**config.mk**
```make
export PLATFORM = sky130hd
export DESIGN_NAME = mat_op_sequencer
export DESIGN_NICKNAME = d
export VERILOG_FILES = /design/src/rtl/mat_pkg.sv /design/src/rtl/mat_index_gen.sv /design/src/rtl/mat_op_sequencer.sv
export SDC_FILE = /design/constraint.sdc
export NUM_CORES = 1
export LEC_CHECK = 0
export ABC_AREA = 1
export CAP_MARGIN = 30
export CORE_ASPECT_RATIO = 2
export CORE_MARGIN = 1
export CORE_UTILIZATION = 30
export DETAILED_ROUTE_END_ITERATION = 12
export GPL_TIMING_DRIVEN = 0
export SYNTH_ARGS = -nofsm -noshare
export SYNTH_HDL_FRONTEND = slang
export SYNTH_SLANG_ARGS = --single-unit
```
**constraint.sdc**
```tcl
create_clock -name clk -period 4.79 [get_ports clk]
set_clock_uncertainty 0.1 [all_clocks]
set_input_delay 0.958 -clock clk [delete_from_list [all_inputs] [get_ports clk]]
set_output_delay 0.958 -clock clk [all_outputs]
set_load 0.1 [all_outputs]
```
**src/rtl/mat_pkg.sv**
```systemverilog
// Shared definitions for the matrix coprocessor sequencer: opcodes, FSM states
// and the default maximum matrix dimension.
package mat_pkg;

    localparam int MAX_N = 5;

    localparam logic [2:0] OP_ADD  = 3'b000;
    localparam logic [2:0] OP_SUB  = 3'b001;
    localparam logic [2:0] OP_MULT = 3'b010;
    localparam logic [2:0] OP_SMUL = 3'b011;
    localparam logic [2:0] OP_DET  = 3'b100;
    localparam logic [2:0] OP_TRN  = 3'b101;
    localparam logic [2:0] OP_NEG  = 3'b110;
    localparam logic [2:0] OP_CLR  = 3'b111;

    typedef enum logic [1:0] {
        S_IDLE,
        S_FETCH,
        S_EXEC,
        S_DONE
    } st_t;

    // Commands that are rejected without touching memory.
    function automatic logic bad_cmd(logic [2:0] op, logic [2:0] n, int max_n);
        return (op == OP_DET) || (n < 3'd2) || (int'(n) > max_n);
    endfunction

endpackage

```
**src/rtl/mat_index_gen.sv**
```systemverilog
// Row/column/inner index counters bounded by the latched dimension; 3-D mode
// walks k fastest (matrix multiply), 2-D mode keeps k at 0.
module mat_index_gen (
    input  logic       clk,
    input  logic       rst,
    input  logic       clr,
    input  logic       adv,
    input  logic       mode3d,
    input  logic [2:0] n,
    output logic [2:0] i,
    output logic [2:0] j,
    output logic [2:0] k,
    output logic       last
);

    logic [2:0] nm1;
    logic       k_wrap;
    logic       j_wrap;
    logic       i_wrap;

    assign nm1    = n - 3'd1;
    assign k_wrap = !mode3d || (k == nm1);
    assign j_wrap = (j == nm1);
    assign i_wrap = (i == nm1);
    assign last   = k_wrap && j_wrap && i_wrap;

    always_ff @(posedge clk) begin
        if (rst || clr) begin
            i <= '0;
            j <= '0;
            k <= '0;
        end else if (adv) begin
            if (!k_wrap) begin
                k <= k + 3'd1;
            end else begin
                k <= '0;
                if (!j_wrap) begin
                    j <= j + 3'd1;
                end else begin
                    j <= '0;
                    i <= i_wrap ? 3'd0 : i + 3'd1;
                end
            end
        end
    end

endmodule

```
**src/rtl/mat_op_sequencer.sv**
```systemverilog
// Matrix op sequencer: fetches operand pairs, drives the element ALU and writes
// results. MAT_SEQ_SAT_EN selects saturating (vs wrapping) multiply accumulation.
module mat_op_sequencer #(
    parameter int MAX_N = mat_pkg::MAX_N,
    parameter int AW    = 5
) (
    input  logic                 clk,
    input  logic                 rst,
    input  logic                 start,
    input  logic [2:0]           op,
    input  logic [2:0]           size,
    input  logic signed [7:0]    scalar,
    output logic                 busy,
    output logic                 done,
    output logic                 err,
    output logic [AW-1:0]        a_addr,
    output logic [AW-1:0]        b_addr,
    input  logic signed [7:0]    a_rdata,
    input  logic signed [7:0]    b_rdata,
    output logic [AW-1:0]        r_addr,
    output logic signed [7:0]    r_wdata,
    output logic                 r_we,
    output logic [2:0]           alu_op,
    output logic signed [7:0]    alu_a,
    output logic signed [7:0]    alu_b,
    output logic [2:0]           alu_s,
    input  logic signed [7:0]    alu_res
);
    import mat_pkg::*;

    st_t               state;
    logic [2:0]        op_q;
    logic [2:0]        n_q;
    logic signed [7:0] sc_q;
    logic signed [7:0] acc;
    logic signed [7:0] acc_nx;
    logic signed [8:0] sum9;
    logic [2:0]        i, j, k;
    logic              last;
    logic              is_mul;
    logic              k_last;

    function automatic logic [AW-1:0] lin(logic [2:0] r, logic [2:0] c);
        return AW'(int'(r) * MAX_N + int'(c));
    endfunction

    assign is_mul = (op_q == OP_MULT);
    assign k_last = (k == n_q - 3'd1);

    mat_index_gen u_idx (
        .clk   (clk),
        .rst   (rst),
        .clr   (state == S_IDLE && start),
        .adv   (state == S_EXEC),
        .mode3d(is_mul),
        .n     (n_q),
        .i     (i),
        .j     (j),
        .k     (k),
        .last  (last)
    );

    // Addresses follow the live indices, which hold steady across FETCH and EXEC.
    assign a_addr = lin(i, is_mul ? k : j);
    assign b_addr = is_mul ? lin(k, j) : lin(i, j);

    assign sum9 = {acc[7], acc} + {alu_res[7], alu_res};

`ifdef MAT_SEQ_SAT_EN
    always_comb begin
        acc_nx = sum9[7:0];
        if (sum9[8] != sum9[7])
            acc_nx = sum9[8] ? -8'sd128 : 8'sd127;
    end
`else
    assign acc_nx = sum9[7:0];
`endif

    // Operand pairs are only meaningful while read data is valid (EXEC).
    always_comb begin
        alu_a   = '0;
        alu_b   = '0;
        r_wdata = '0;
        if (state == S_EXEC) begin
            case (op_q)
                OP_ADD, OP_SUB: begin
                    alu_a   = a_rdata;
                    alu_b   = b_rdata;
                    r_wdata = alu_res;
                end
                OP_MULT: begin
                    alu_a   = a_rdata;
                    alu_b   = b_rdata;
                    r_wdata = acc_nx;
                end
                OP_SMUL: begin
                    alu_a   = a_rdata;
                    alu_b   = sc_q;
                    r_wdata = alu_res;
                end
                OP_NEG: begin
                    alu_a   = a_rdata;
                    alu_b   = -8'sd1;
                    r_wdata = alu_res;
                end
                OP_TRN: begin
                    alu_a   = a_rdata;
                    alu_b   = 8'sd1;
                    r_wdata = alu_res;
                end
                default: r_wdata = '0;
            endcase
        end
    end

    always_ff @(posedge clk) begin
        if (rst) begin
            state  <= S_IDLE;
            busy   <= 1'b0;
            done   <= 1'b0;
            err    <= 1'b0;
            r_we   <= 1'b0;
            r_addr <= '0;
            alu_op <= '0;
            alu_s  <= '0;
            op_q   <= '0;
            n_q    <= '0;
            sc_q   <= '0;
            acc    <= '0;
        end else begin
            case (state)
                S_IDLE: begin
                    if (start) begin
                        op_q   <= op;
                        n_q    <= size;
                        sc_q   <= scalar;
                        acc    <= '0;
                        busy   <= 1'b1;
                        alu_op <= op;
                        alu_s  <= size;
                        if (bad_cmd(op, size, MAX_N)) begin
                            err   <= 1'b1;
                            done  <= 1'b1;
                            state <= S_DONE;
                        end else begin
                            err   <= 1'b0;
                            state <= S_FETCH;
                        end
                    end
                end
                S_FETCH: begin
                    // Multiply writes only on the final inner-product term.
                    r_we   <= !is_mul || k_last;
                    r_addr <= (op_q == OP_TRN) ? lin(j, i) : lin(i, j);
                    state  <= S_EXEC;
                end
                S_EXEC: begin
                    r_we <= 1'b0;
                    if (is_mul)
                        acc <= r_we ? 8'sd0 : acc_nx;
                    if (last) begin
                        done  <= 1'b1;
                        state <= S_DONE;
                    end else begin
                        state <= S_FETCH;
                    end
                end
                S_DONE: begin
                    done   <= 1'b0;
                    busy   <= 1'b0;
                    alu_op <= '0;
                    alu_s  <= '0;
                    state  <= S_IDLE;
                end
                default: state <= S_IDLE;
            endcase
        end
    end

endmodule

```
==> summary.txt <==
Global routing
  – Overall routing resource usage: 17.9%
  – Initial antenna violation count: 0
  – First-pass GRT wire length: 16.7 mm
  – Pin count of the biggest net entering global routing: 16
  – Remaining Overflow, GRT: 0
  – Number of global-route vias before repair: 3,540

STA
  – RSZ-0062 raised after global routing: no
  – Fin crit period: 4.64 ns
  – Part of the cycle the worst path needs: 96.9%
  – Worst hold slack: 0.373 ns
  – Final hold vios: 0
  – Max Slew Vio Count: 0
  – FMAX: 216 MHz
  – Post-route setup slack: 0.150 ns
  – Final Setup Violations: 0
  – Tightest Pin Transition: 1.01 ns
  – Max transition margin: 32.5%

Floorplanning
  – Core area: 0.0110 sq mm
  – Initial Util: 31.2%
  – Die height: 153 um
  – DIE AREA: 0.0119 sq mm
  – Num ports: 90
  – Die W: 77.7 um
  – Row count: 54

Pwr
  – P_leak: 2.15 nW
  – Clock Power Share: 15.6%
  – Combinational Power Share: 62.9%
  – Internal cell power: 0.00118 W
  – Sw Share: 56.1%
  – Pwr dens: 576 mW/mm^2
  – Net Switching: 0.00152 W
  – Flop pwr share: 21.4%
  – VDD IR max: 0.000275 V

Detailed routing
  – 1st-iter DRT viols: 128
  – WL/cell: 14.2 um
  – DR pass1 iterations: 5
  – DRC Markers: 0
  – Via count of the routed design: 3,493
  – DR vias/cell: 4.84
  – Final ANT Viol Nets: 0
  – Final WL: 10.2 mm

Outcome
  – Status: completed

Worst setup path
  – Critical Path RT: 3.73 ns
  – Setup CP Type: in -> out
  – Type of origin of the critical path: primary input
  – Critical-path top delay cell: dlygate4sd2_1
  – Crit path buffers/inverters: 3
  – WP data arrival: 3.58 ns
  – Most used cell, CP: nand2_1
  – R2r setup slk: 2.34 ns
  – Crit path cell chain: clkdlybuf4s50_1 -> ha_1 -> fa_1 -> nand3_1 -> nand2_1 -> xnor2_1 -> inv_1 -> nand2_1 -> a21oi_1 -> dlygate4sd2_1
  – Crit-path max FO: 3
  – Crit Reg-Reg Endpoint: r_addr[4]$_SDFFE_PP0P_
  – CP max stage delay: 0.87 ns
  – Crit end category: output port
  – Reg2reg path depth: 10
  – Critical R2R Launch: u_idx.j[2]$_SDFFE_PP0P_
  – Worst path top cell family by delay: buffers and inverters

Place
  – Port bufs: 89
  – Dpl ws: -0.140 ns
  – Dpl hpwl: 8.29 mm
  – GPL Wtd Cong: 0.884

CTS
  – CTS max path bufs: 2
  – Root buffer cell: clkbuf_16
  – Clk Latency, worst-skew pair: 0.29 ns
  – Clk pin slew, worst setup/hold paths: 0.07 ns
  – Post-CTS Hold Buffers: 0
  – Total CTS buffers: 5
  – H-tree levels: 2
  – CTS Sinks: 48
  – TritonCTS clock tree: built

Synth
  – Post-Syn Nets: 567
  – Prevailing post-synth register cell: dfxtp_1
  – Seq cells post-synth: 48
  – Post-Syn Instances: 484
  – Yosys top cell by area: dfxtp_1
  – Unique masters post-synth: 37
  – Syn avg cell area: 7.10 sq um
  – Post-synth EDFFs: 0
  – Syn Std Cell Area: 0.00343 sq mm
  – Part of the Yosys area used for sequential elements: 28.0%
  – Area contributors post-synth: dfxtp_1, ha_1, nand2_1
  – Synth Warn #: 0
  – Post-synth top area share: 28.0%
  – Ys async rst share: 0%

Finish
  – Most frequent cells in the layout: nand2_1, clkdlybuf4s50_1, nor2_1
  – Nets@finish: 663
  – # diodes: 0
  – Commonest non-fill, non-tap cell in the layout: nand2_1
  – Filler instances: 1,129
  – Layout area overhead: 36.4%
  – Layout cell share with drive strength beyond 1: 4.65%

Worst hold path
  – Type of the most critical hold path: reg -> reg
  – Hold endpoint: acc[5]$_SDFFE_PP0P_
  – Hold path cells: 2
  – Min-delay src: acc[5]$_SDFFE_PP0P_

Job
  – Max Cap Viol: 0
-- worst min-delay path: stages (launching register included) --
cell,delay (ns)
dfxtp_1,0.32
nand2_1,0.06
a21oi_1,0.05
-- state kept, by name, indices dropped and copies added (netlist names) --
signal,count
u_idx.j,3
alu_op,3
r_addr,5
u_idx.k,3
done,1
r_we,1
n_q,3
err,1
acc,8
alu_s,3
u_idx.i,3
busy,1
op_q,3
sc_q,8
state,2
-- worst max path at each step --
| stage | depth (start not counted) | endpoint | from |
|---|---|---|---|
| floorplan | 6 | b_addr[3] | u_idx.k[2]$_SDFFE_PP0P_ |
| global route | 10 | r_wdata[4] | alu_res[0] |
| CTS | 10 | r_wdata[7] | alu_res[2] |
| global placement | 10 | r_wdata[4] | alu_res[0] |
| finish | 10 | r_wdata[4] | alu_res[0] |
| detailed placement | 10 | r_wdata[4] | alu_res[0] |
-- synth_stat cells, drive strengths merged, types with 3 or more instances --
master and count:
clkbuf 9, o22ai 6, nor2 59, buf 3
clkinv 4, ha 37, a221oi 8, xnor2 7
inv 48, xor2 14, o21ai 30, nand2 121
nand3b 4, a21oi 39, fa 5, nand3 24
nand4 6, dfxtp 48, o211ai 3
-- area by class of cell --
cell class	count	area, sq um	share of cell area [%]
Multi-Input combinational cell	372	2220	47.4
Sequential cell	48	961	20.5
Timing Repair Buffer	89	898	19.2
Inverter	52	196	4.19
Tap cell	140	175	3.74
Clock buffer	6	139	2.96
Buffer	12	53.8	1.15
Clock inverter	2	38.8	0.828
-- per-stage QoR --
stage | setup TNS [ns] | total power (W) | instances | cell area [sq um] | util (%)
floorplan | 0 | 0.00188 | 484 | 3430 | -
global placement | -0.225 | 0.00228 | 713 | 4500 | 40.9
detailed placement | -0.244 | 0.00230 | 713 | 4500 | 40.9
CTS | 0 | 0.00272 | 721 | 4680 | 42.5
global route | 0 | 0.00286 | 721 | 4690 | 42.5
finish | 0 | 0.00270 | 721 | 4690 | 42.5
-- routing by layer --
layer | global-route usage (%) | vias up | part of all wire (%)
met1 | 16.2 | 1587 | 35
li1 | - | 1794 | -
met2 | 37.0 | 93 | 58
met4 | 8.36 | 0 | 3.0
met3 | 2.57 | 19 | 3.9
met5 | 0 | - | 0
-- logic make-up (layout without fill, tap and decap cells) --
kind of cell,Yosys count,count (layout),synth area share (%)
compound gates,92,92,15.9
xor+xnor,21,21,5.36
simple gates,217,217,27.1
buf+inv,64,161,7.29
fa+ha+maj,42,42,16.4
flops,48,48,28.0
-- power by group through the flow --
stage          combinational (W)  clock (W)  sequential (W)
3_3_place_gp             0.00170          0        0.000585
6_report                 0.00170   0.000422        0.000579
4_1_cts                  0.00172   0.000427        0.000579
3_5_place_dp             0.00171          0        0.000587
5_1_grt                  0.00182   0.000446        0.000593
2_1_floorplan            0.00104          0        0.000840
-- repair_timing --
action / CTS / global route
resized for setup: 2 / 4
pin swaps: 0 / 0
buffers inserted: 0 / 0
endpoints found under the setup margin: 2 / 4
Note: power is estimated with default switching activity, not from simulation.
